$ cat config.mk
export PLATFORM = sky130hd
export DESIGN_NAME = risk_tile_dma
export DESIGN_NICKNAME = d
export VERILOG_FILES = /design/src/rtl/risk_tile_dma.sv
export SDC_FILE = /design/constraint.sdc
export NUM_CORES = 2
export LEC_CHECK = 0
export BUFFER_PORTS_ARGS = -buffer_cell sky130_fd_sc_hd__clkbuf_2
export CORE_AREA = 8 8 488 490
export CTS_CLUSTER_SIZE = 20
export DETAILED_ROUTE_END_ITERATION = 8
export DIE_AREA = 0 0 496 498
export PLACE_DENSITY = 0.44
export SLEW_MARGIN = 20
export SYNTH_ARGS = -nofsm -noshare
export SYNTH_HDL_FRONTEND = slang
export SYNTH_SLANG_ARGS = --single-unit
$ cat constraint.sdc
create_clock -name clk -period 10.6 [get_ports clk]
set_input_delay 1.59 -clock clk [delete_from_list [all_inputs] [get_ports clk]]
set_output_delay 1.59 -clock clk [all_outputs]
set_load 0.005 [all_outputs]
$ cat src/rtl/risk_tile_dma.sv
// risk_tile_dma: tile load/store sequencer for the banked RISK tile memory with credit-protected response FIFO
// Optional RISK_DMA_CONFLICT_CHECK_EN rejects commands whose base tile rows collide in one bank.
module risk_tile_dma #(
  parameter int SZ = 4,
  parameter int LOGCNT = 5,
  parameter int BITS = 18,
  parameter int MEM_LAT = 4,
  parameter int RSP_DEPTH = 4,
  parameter int CNT_W = 8,
  localparam int AW = 10 + LOGCNT,
  localparam int TW = BITS * SZ * SZ
) (
  input  logic             clk,
  input  logic             resetn,
  input  logic             cmd_valid,
  output logic             cmd_ready,
  input  logic             cmd_we,
  input  logic [AW-1:0]    cmd_addr,
  input  logic [AW-2:0]    cmd_stride_x,
  input  logic [AW-2:0]    cmd_stride_y,
  input  logic [AW-1:0]    cmd_step,
  input  logic [CNT_W-1:0] cmd_count,
  input  logic [TW-1:0]    cmd_wdata,
  output logic [AW-1:0]    mem_addr,
  output logic [AW-2:0]    mem_stride_x,
  output logic [AW-2:0]    mem_stride_y,
  output logic [TW-1:0]    mem_dat_w,
  output logic             mem_we,
  input  logic [TW-1:0]    mem_dat_r,
  output logic             rsp_valid,
  input  logic             rsp_ready,
  output logic [TW-1:0]    rsp_data,
  output logic             rsp_last,
  output logic             busy,
  output logic             err
);
  localparam int PW = RSP_DEPTH > 1 ? $clog2(RSP_DEPTH) : 1;
  localparam int OW = $clog2(RSP_DEPTH + 1);
  localparam int IW = $clog2(MEM_LAT + 1);
  typedef enum logic [1:0] {IDLE, WRITE, READ, DRAIN} state_t;
  state_t state, state_n;
  logic up, conflict, hs, issue, push, pop, credit;
  logic [AW-1:0] step;
  logic [CNT_W-1:0] cnt, k;
  logic [IW-1:0] infl, wcnt;
  logic [MEM_LAT-1:0] sv, sl;
  logic [TW-1:0] fd [RSP_DEPTH];
  logic [RSP_DEPTH-1:0] fl;
  logic [PW-1:0] rd, wr;
  logic [OW-1:0] occ;

  function automatic logic [PW-1:0] nxt(input logic [PW-1:0] p);
    return p == PW'(RSP_DEPTH - 1) ? '0 : p + 1'b1;
  endfunction

  assign cmd_ready = up && state == IDLE;
  assign hs = cmd_valid && cmd_ready;
  assign infl = IW'($countones(sv));
  assign credit = 32'(occ) + 32'(infl) < 32'(RSP_DEPTH);
  assign issue = state == READ && credit;
  assign push = sv[MEM_LAT-1];
  assign pop = rsp_valid && rsp_ready;
  assign mem_we = state == WRITE;
  assign busy = state != IDLE || infl != 0;
  assign rsp_valid = occ != 0;
  assign rsp_data = fd[rd];
  assign rsp_last = rsp_valid && fl[rd];

`ifdef RISK_DMA_CONFLICT_CHECK_EN
  logic [LOGCNT-1:0] bank [SZ];
  logic [LOGCNT-1:0] acc;
  always_comb begin
    acc = cmd_addr[LOGCNT-1:0];
    conflict = 1'b0;
    for (int y = 0; y < SZ; y++) begin
      bank[y] = acc;
      acc = acc + cmd_stride_y[LOGCNT-1:0];
    end
    for (int i = 0; i < SZ; i++)
      for (int j = i + 1; j < SZ; j++)
        conflict = conflict | (bank[i] == bank[j]);
  end
  always_ff @(posedge clk or negedge resetn)
    if (!resetn) err <= 1'b0;
    else err <= hs && conflict;
`else
  assign conflict = 1'b0;
  assign err = 1'b0;
`endif

  always_comb begin
    state_n = state;
    case (state)
      IDLE:    if (hs && !conflict) state_n = cmd_we ? WRITE : READ;
      WRITE:   state_n = DRAIN;
      READ:    if (issue && k == cnt) state_n = DRAIN;
      default: if (infl == 0 && wcnt == 0) state_n = IDLE;
    endcase
  end

  always_ff @(posedge clk or negedge resetn)
    if (!resetn) begin
      state <= IDLE;
      up <= 1'b0;
      mem_addr <= '0;
      mem_stride_x <= '0;
      mem_stride_y <= '0;
      mem_dat_w <= '0;
      step <= '0;
      cnt <= '0;
      k <= '0;
      wcnt <= '0;
      sv <= '0;
      sl <= '0;
      fl <= '0;
      rd <= '0;
      wr <= '0;
      occ <= '0;
    end else begin
      state <= state_n;
      up <= 1'b1;
      if (hs && !conflict) begin
        mem_addr <= cmd_addr;
        mem_stride_x <= cmd_stride_x;
        mem_stride_y <= cmd_stride_y;
        mem_dat_w <= cmd_wdata;
        step <= cmd_step;
        cnt <= cmd_count;
        k <= '0;
      end else if (issue) begin
        mem_addr <= mem_addr + step;
        k <= k + 1'b1;
      end
      // write-to-read spacing: counts down MEM_LAT-1 more cycles after the store cycle
      wcnt <= state == WRITE ? IW'(MEM_LAT - 1) : wcnt - IW'(wcnt != 0);
      sv <= MEM_LAT'({sv, issue});
      sl <= MEM_LAT'({sl, issue && k == cnt});
      if (push) begin
        fl[wr] <= sl[MEM_LAT-1];
        wr <= nxt(wr);
      end
      if (pop) rd <= nxt(rd);
      occ <= occ + OW'(push) - OW'(pop);
    end

  always_ff @(posedge clk)
    if (push) fd[wr] <= mem_dat_r;
endmodule

# Word level (Yosys, flattened, before mapping)
# Memory sizes are Yosys's and may differ from the RTL's.
# Index checks and enable logic that the tools add are counted.
# word_totals
elab_cells	77
regBits	387
inputBits	647
mem_count	1
ram_bits	1152
# classes
eq_ne	7
muxes	19
order_cmp	4
reduce_logical	19
add_sub_neg	11
# mem_list
memory	depth	word_bits	read_ports	rd_ports_with_merged_regs	write_ports	line	source
fd	4	288	1	0	1	47	logic [TW-1:0] fd [RSP_DEPTH];
# op_table
op	count
two-way mux 15 bit	2
two-way mux 8 bit	2
adder 15 bit	1
two-way mux 2 bit	6
nonzero test 3 bit	3
adder 8 x 1 -> 8 bit (second input constant)	1
== test 8 bit	1
logical AND 1 bit	8
== test 2 bit (second input constant)	3
zero test 3 bit	2
less-than comparator 2 x 3 -> 1 bit (second input constant)	2
one-hot mux 2 bit (3 select lines)	1
subtractor 3 x 1 -> 3 bit	2
adder 1 x 1 -> 2 bit	2
adder 2 x 1 -> 2 bit (second input constant)	2
adder 3 x 3 -> 4 bit	1
bitwise mux 4 bit	1
less-than comparator 4 x 3 -> 1 bit (second input constant)	1
two-way mux 1 bit	4
nonzero test 2 bit	2
nonzero test 4 bit	1
adder 2 x 2 -> 3 bit	1
adder 3 x 1 -> 3 bit	1
two-way mux 3 bit	1
9 further kinds	9

# Longest topological paths before layout
# logic_depth
word_depth	8
mapped_depth	13
depth_no_buf	13

# Worst setup path after synthesis
# OpenSTA, ideal clock, no wires.
# synth_path
path_kind	register -> register
startpoint	register wr[0]
endpoint	register fl[0]
stages_incl_launch_ff	5
path_slack_ns	2.353
arrival_ns	8.147
path_cell_list	dfrtp_1 -> inv_1 -> ha_1 -> and2_1 -> mux2_2
# synth_via
elab_chain_cells	5
elab_cells_between_ends	6
classes_between	order compare (2); mux (3); reduce/logical (1)
# synth_lines
element	line	source
from (decl)	49	logic [PW-1:0] rd, wr;
from (signal assigned)	140	wr <= nxt(wr);
less-than comparator 2 x 3 -> 1 bit (not written as such) or >= comparator 2 x 1 -> 1 bit (tied branches)	139	fl[wr] <= sl[MEM_LAT-1];
logical AND 1 bit (not written as such)	139	
two-way mux 1 bit (not written as such)	139	
demux 1 bit (select 2 bit) (*)	139	
bitwise mux 4 bit (*)	139	
to (signal, indexed assignment)	139	
to (decl)	48	logic [RSP_DEPTH-1:0] fl;
# Mark *: on every way between the ends. The rest lies on a longest branch, timed or not.
# A chain may end at the register's enable or synchronous reset.

# Worst setup path after layout
# layout_path
startpoint	register rd[0]
endpoint	output rsp_data[117]
# layout_via
elab_chain_cells	1
# layout_lines
element	line	source
from (decl)	49	
from (signal assigned)	142	if (pop) rd <= nxt(rd);
memory read (4 x 288 bit)	n/a	
to (decl)	32	output logic [TW-1:0] rsp_data,
# No other way between the ends.

==> summary.md <==
| Metric | Value |
|---|---|
| R2r setup slk | `6560 ps` |
| CTS buffer count | `175` |
| Htree depth | `4` |
| Core region area | `0.231 mm^2` |
| First-pass GRT wire length | `299000 um` |
| Post-Synthesis Cells | `3254` |
| Ys async rst share | `25.1%` |
| Slew Viols, Final | `0` |
| Crit Path Class | `flop to output pin` |
| WP buf/inv | `3` |
| Final Setup Violations | `0` |
| Final wirelength | `221000 um` |
| CP arrival | `3980 ps` |
| Status | `complete, no violations` |
| Synthesis warning total | `0` |
| Minimum clock period | `5570 ps` |
| CP peak stage delay | `880 ps` |
| Crit path cell chain | `buf_12 > buf_4 > mux4_2 > clkbuf_2` |
| Num rows | `177` |
| Unrepaired setup endpoints after global routing | `no` |
| Number of remaining DRC errors | `0` |
| GRT Overall Usage | `17.2%` |
| Nets | `5268` |
| Via count | `34100` |
| Max-cap check violation count | `0` |
| Die Wd | `496 um` |
| Tcrit/Tclk final | `52.5%` |
| Die ar. | `0.247 mm^2` |
| Die height | `498 um` |
| Area delta synth->final | `27.8%` |
| Grt ovf | `0` |
| Area fraction in compound gates after synthesis | `0.758%` |
| Worst setup margin | `5030 ps` |
| Worst Hold Slack | `346 ps` |
| #FFs+latches synth | `1539` |
| CP Max Fanout | `82` |
| Unique cell type count in the Yosys netlist | `45` |
| Max-slew headroom | `23.9%` |
| Setup slack at placement | `5630 ps` |
| Commonest non-fill, non-tap cells in the layout | `clkbuf_2, edfxtp_1, nand2_1` |
| CTS Sinks | `1539` |
| # hold bufs at CTS | `0` |
| Clock buffer depth | `3` |
| Post-Synth Simple-Gate Area | `7.55%` |
| WP data required | `9010 ps` |
| CTS tree | `built` |
| Mux contribution to synthesized area | `11.5%` |
| CP max-delay cell | `dfrtp_4` |
| Detailed-route vias per instance | `4.36` |
| Iter 0 DRT Violations | `2628` |
| Worst-path clk slew | `50 ps` |
| Cell Area, Synth | `0.0570 mm^2` |
| Max VDD drop | `0.171 mV` |
| DRT antenna net count | `0` |
| Post CTS Setup Buffer Count | `0` |
| Area leader, netlist | `edfxtp_1` |
| Worst-Skew Late Latency | `840 ps` |
| Synth top area cells | `edfxtp_1, dfrtp_1, mux4_2, nand2_1, clkbuf_1` |
| XOR/XNOR share of the synthesized area | `0.384%` |
| Dominant synthesized flop cell | `edfxtp_1` |
| Initial antenna violation count | `130` |
| IO Port Bufs | `1270` |
| CP endpoint kind | `output pin` |
| I/O pins | `1272` |
| Total Neg Setup Slack | `0 ps` |
| Synth Area in Adders | `0.808%` |
| WL/cell | `28.3 um` |
| Max Freq | `0.180 GHz` |
| Initial core utilization | `24.7%` |
| DR pass1 iterations | `5` |
| Post-DP HPWL | `164000 um` |
| Clock Skew | `71.8 ps` |
| Endpoints failing hold | `0` |
| HP Class | `flop to flop` |
| Layout cells sized above 1 | `39.1%` |
| Commonest non-fill, non-tap cell in the layout | `clkbuf_2` |
| Startpoint types | `flop` |
| Register area share after synthesis | `77.7%` |
| Pwr per Cell Area | `287 mW/mm^2` |
| Syn_nets | `3936` |
| CTS Root Cell | `clkbuf_16` |
| Post-synth EDFFs | `1152` |
| Slew @ Worst Pin | `1140 ps` |
| Routability Congestion | `0.883` |
| Largest net degree at the start of global routing | `185` |
| Post_cts resized | `0` |
| Number of global-route vias before repair | `34800` |
| Proportion of netlist area held by the largest area contributor | `60.7%` |
| Worst path top cell family by delay | `buffers and inverters` |
| Leak | `29.0 nW` |
| Syn Area/Cell | `17.5 um^2` |
| Largest family of logic cells by synthesized area | `multiplexers` |
registers in the layout (all words and copies together) (netlist names):
| register | cells |
|---|---|
| cnt | 8 |
| fd | 1152 |
| fl | 4 |
| k | 8 |
| mem_addr | 15 |
| mem_dat_w | 288 |
| mem_stride_x | 14 |
| mem_stride_y | 14 |
| occ | 3 |
| rd | 2 |
| sl | 4 |
| state | 2 |
| step | 15 |
| sv | 4 |
| up | 1 |
| wcnt | 3 |
| wr | 2 |
synthesized netlist by cell type, drive strengths merged, types with 6 or more instances:
cell type,n
xor2,9
nand3,11
nor3,8
ha,32
edfxtp,1152
nor2,22
inv,26
clkbuf,111
dfrtp,387
and2,9
mux4,289
o21ai,21
a21oi,19
buf,37
and3,6
xnor2,16
nand2,1046
a21o,7
worst reg2reg max path, cell delays in order (launching register included):
cell,delay [ps]
dfrtp_1,490
inv_1,110
fa_1,490
inv_1,40
ha_1,170
ha_1,310
ha_1,190
nor4_1,260
nand2_1,90
buf_4,240
nor3_1,900
o21ai_0,360
o31ai_1,300
cell type report:
cell class,instances,area [um^2]
clock buffers,220,4630
diodes,41,103
inverters,26,97.6
fillers,23100,158000
well taps,3043,3810
clock inverters,94,1120
flip-flops and latches,1539,44300
multi-input cells,1541,12000
repair buffers,1303,6760
per-layer routing:
metal	GRT usage, %	vias up	part of all wire [%]	wire length, um
li1	-	14800	-	-
met1	18.9	17400	36	79100
met2	29.9	1360	50	111000
met3	6.31	435	9.0	19800
met4	7.15	110	4.4	9790
met5	0	-	0.33	719
cells by family after synthesis:
group	after synthesis
flip-flops	1539
AND/OR/NAND/NOR	1116
multiplexers	295
buffers and inverters	174
AO/OA/AOI/OAI	68
adder cells (fa/ha/maj)	35
XOR/XNOR	25
other	2
worst paths after layout:
path / from / end / cells past startpoint
min in group asynchronous: resetn / mem_dat_w[233] / 1
setup / recovery: rd[0] / rsp_data[117] / 4
setup reg to reg: sv[3] / state[1] / 12
hold reg to reg: sl[2] / sl[3] / 0
hold / removal: sl[2] / sl[3] / 0
max in group asynchronous: resetn / mem_dat_w[194] / 3
where the power goes:
group,switching (W),internal [W],total (W)
Clock,0.00257,0.00346,0.00603
Combinational,0.00392,0.00254,0.00645
Sequential,0.000644,0.00775,0.00840
Total,0.00713,0.0138,0.0209
through the flow:
stage               cells  cell area [um^2]  total power (W)  utilization (%)
finish               7807             72800           0.0209             31.6
global route         7781             72800           0.0219             31.5
CTS                  7766             72700           0.0214             31.5
detailed placement   7452             67000           0.0153             29.0
global placement     7452             67000           0.0152             29.0
floorplan            3254             57000           0.0115                -
Power figures use the tool's default switching activity.
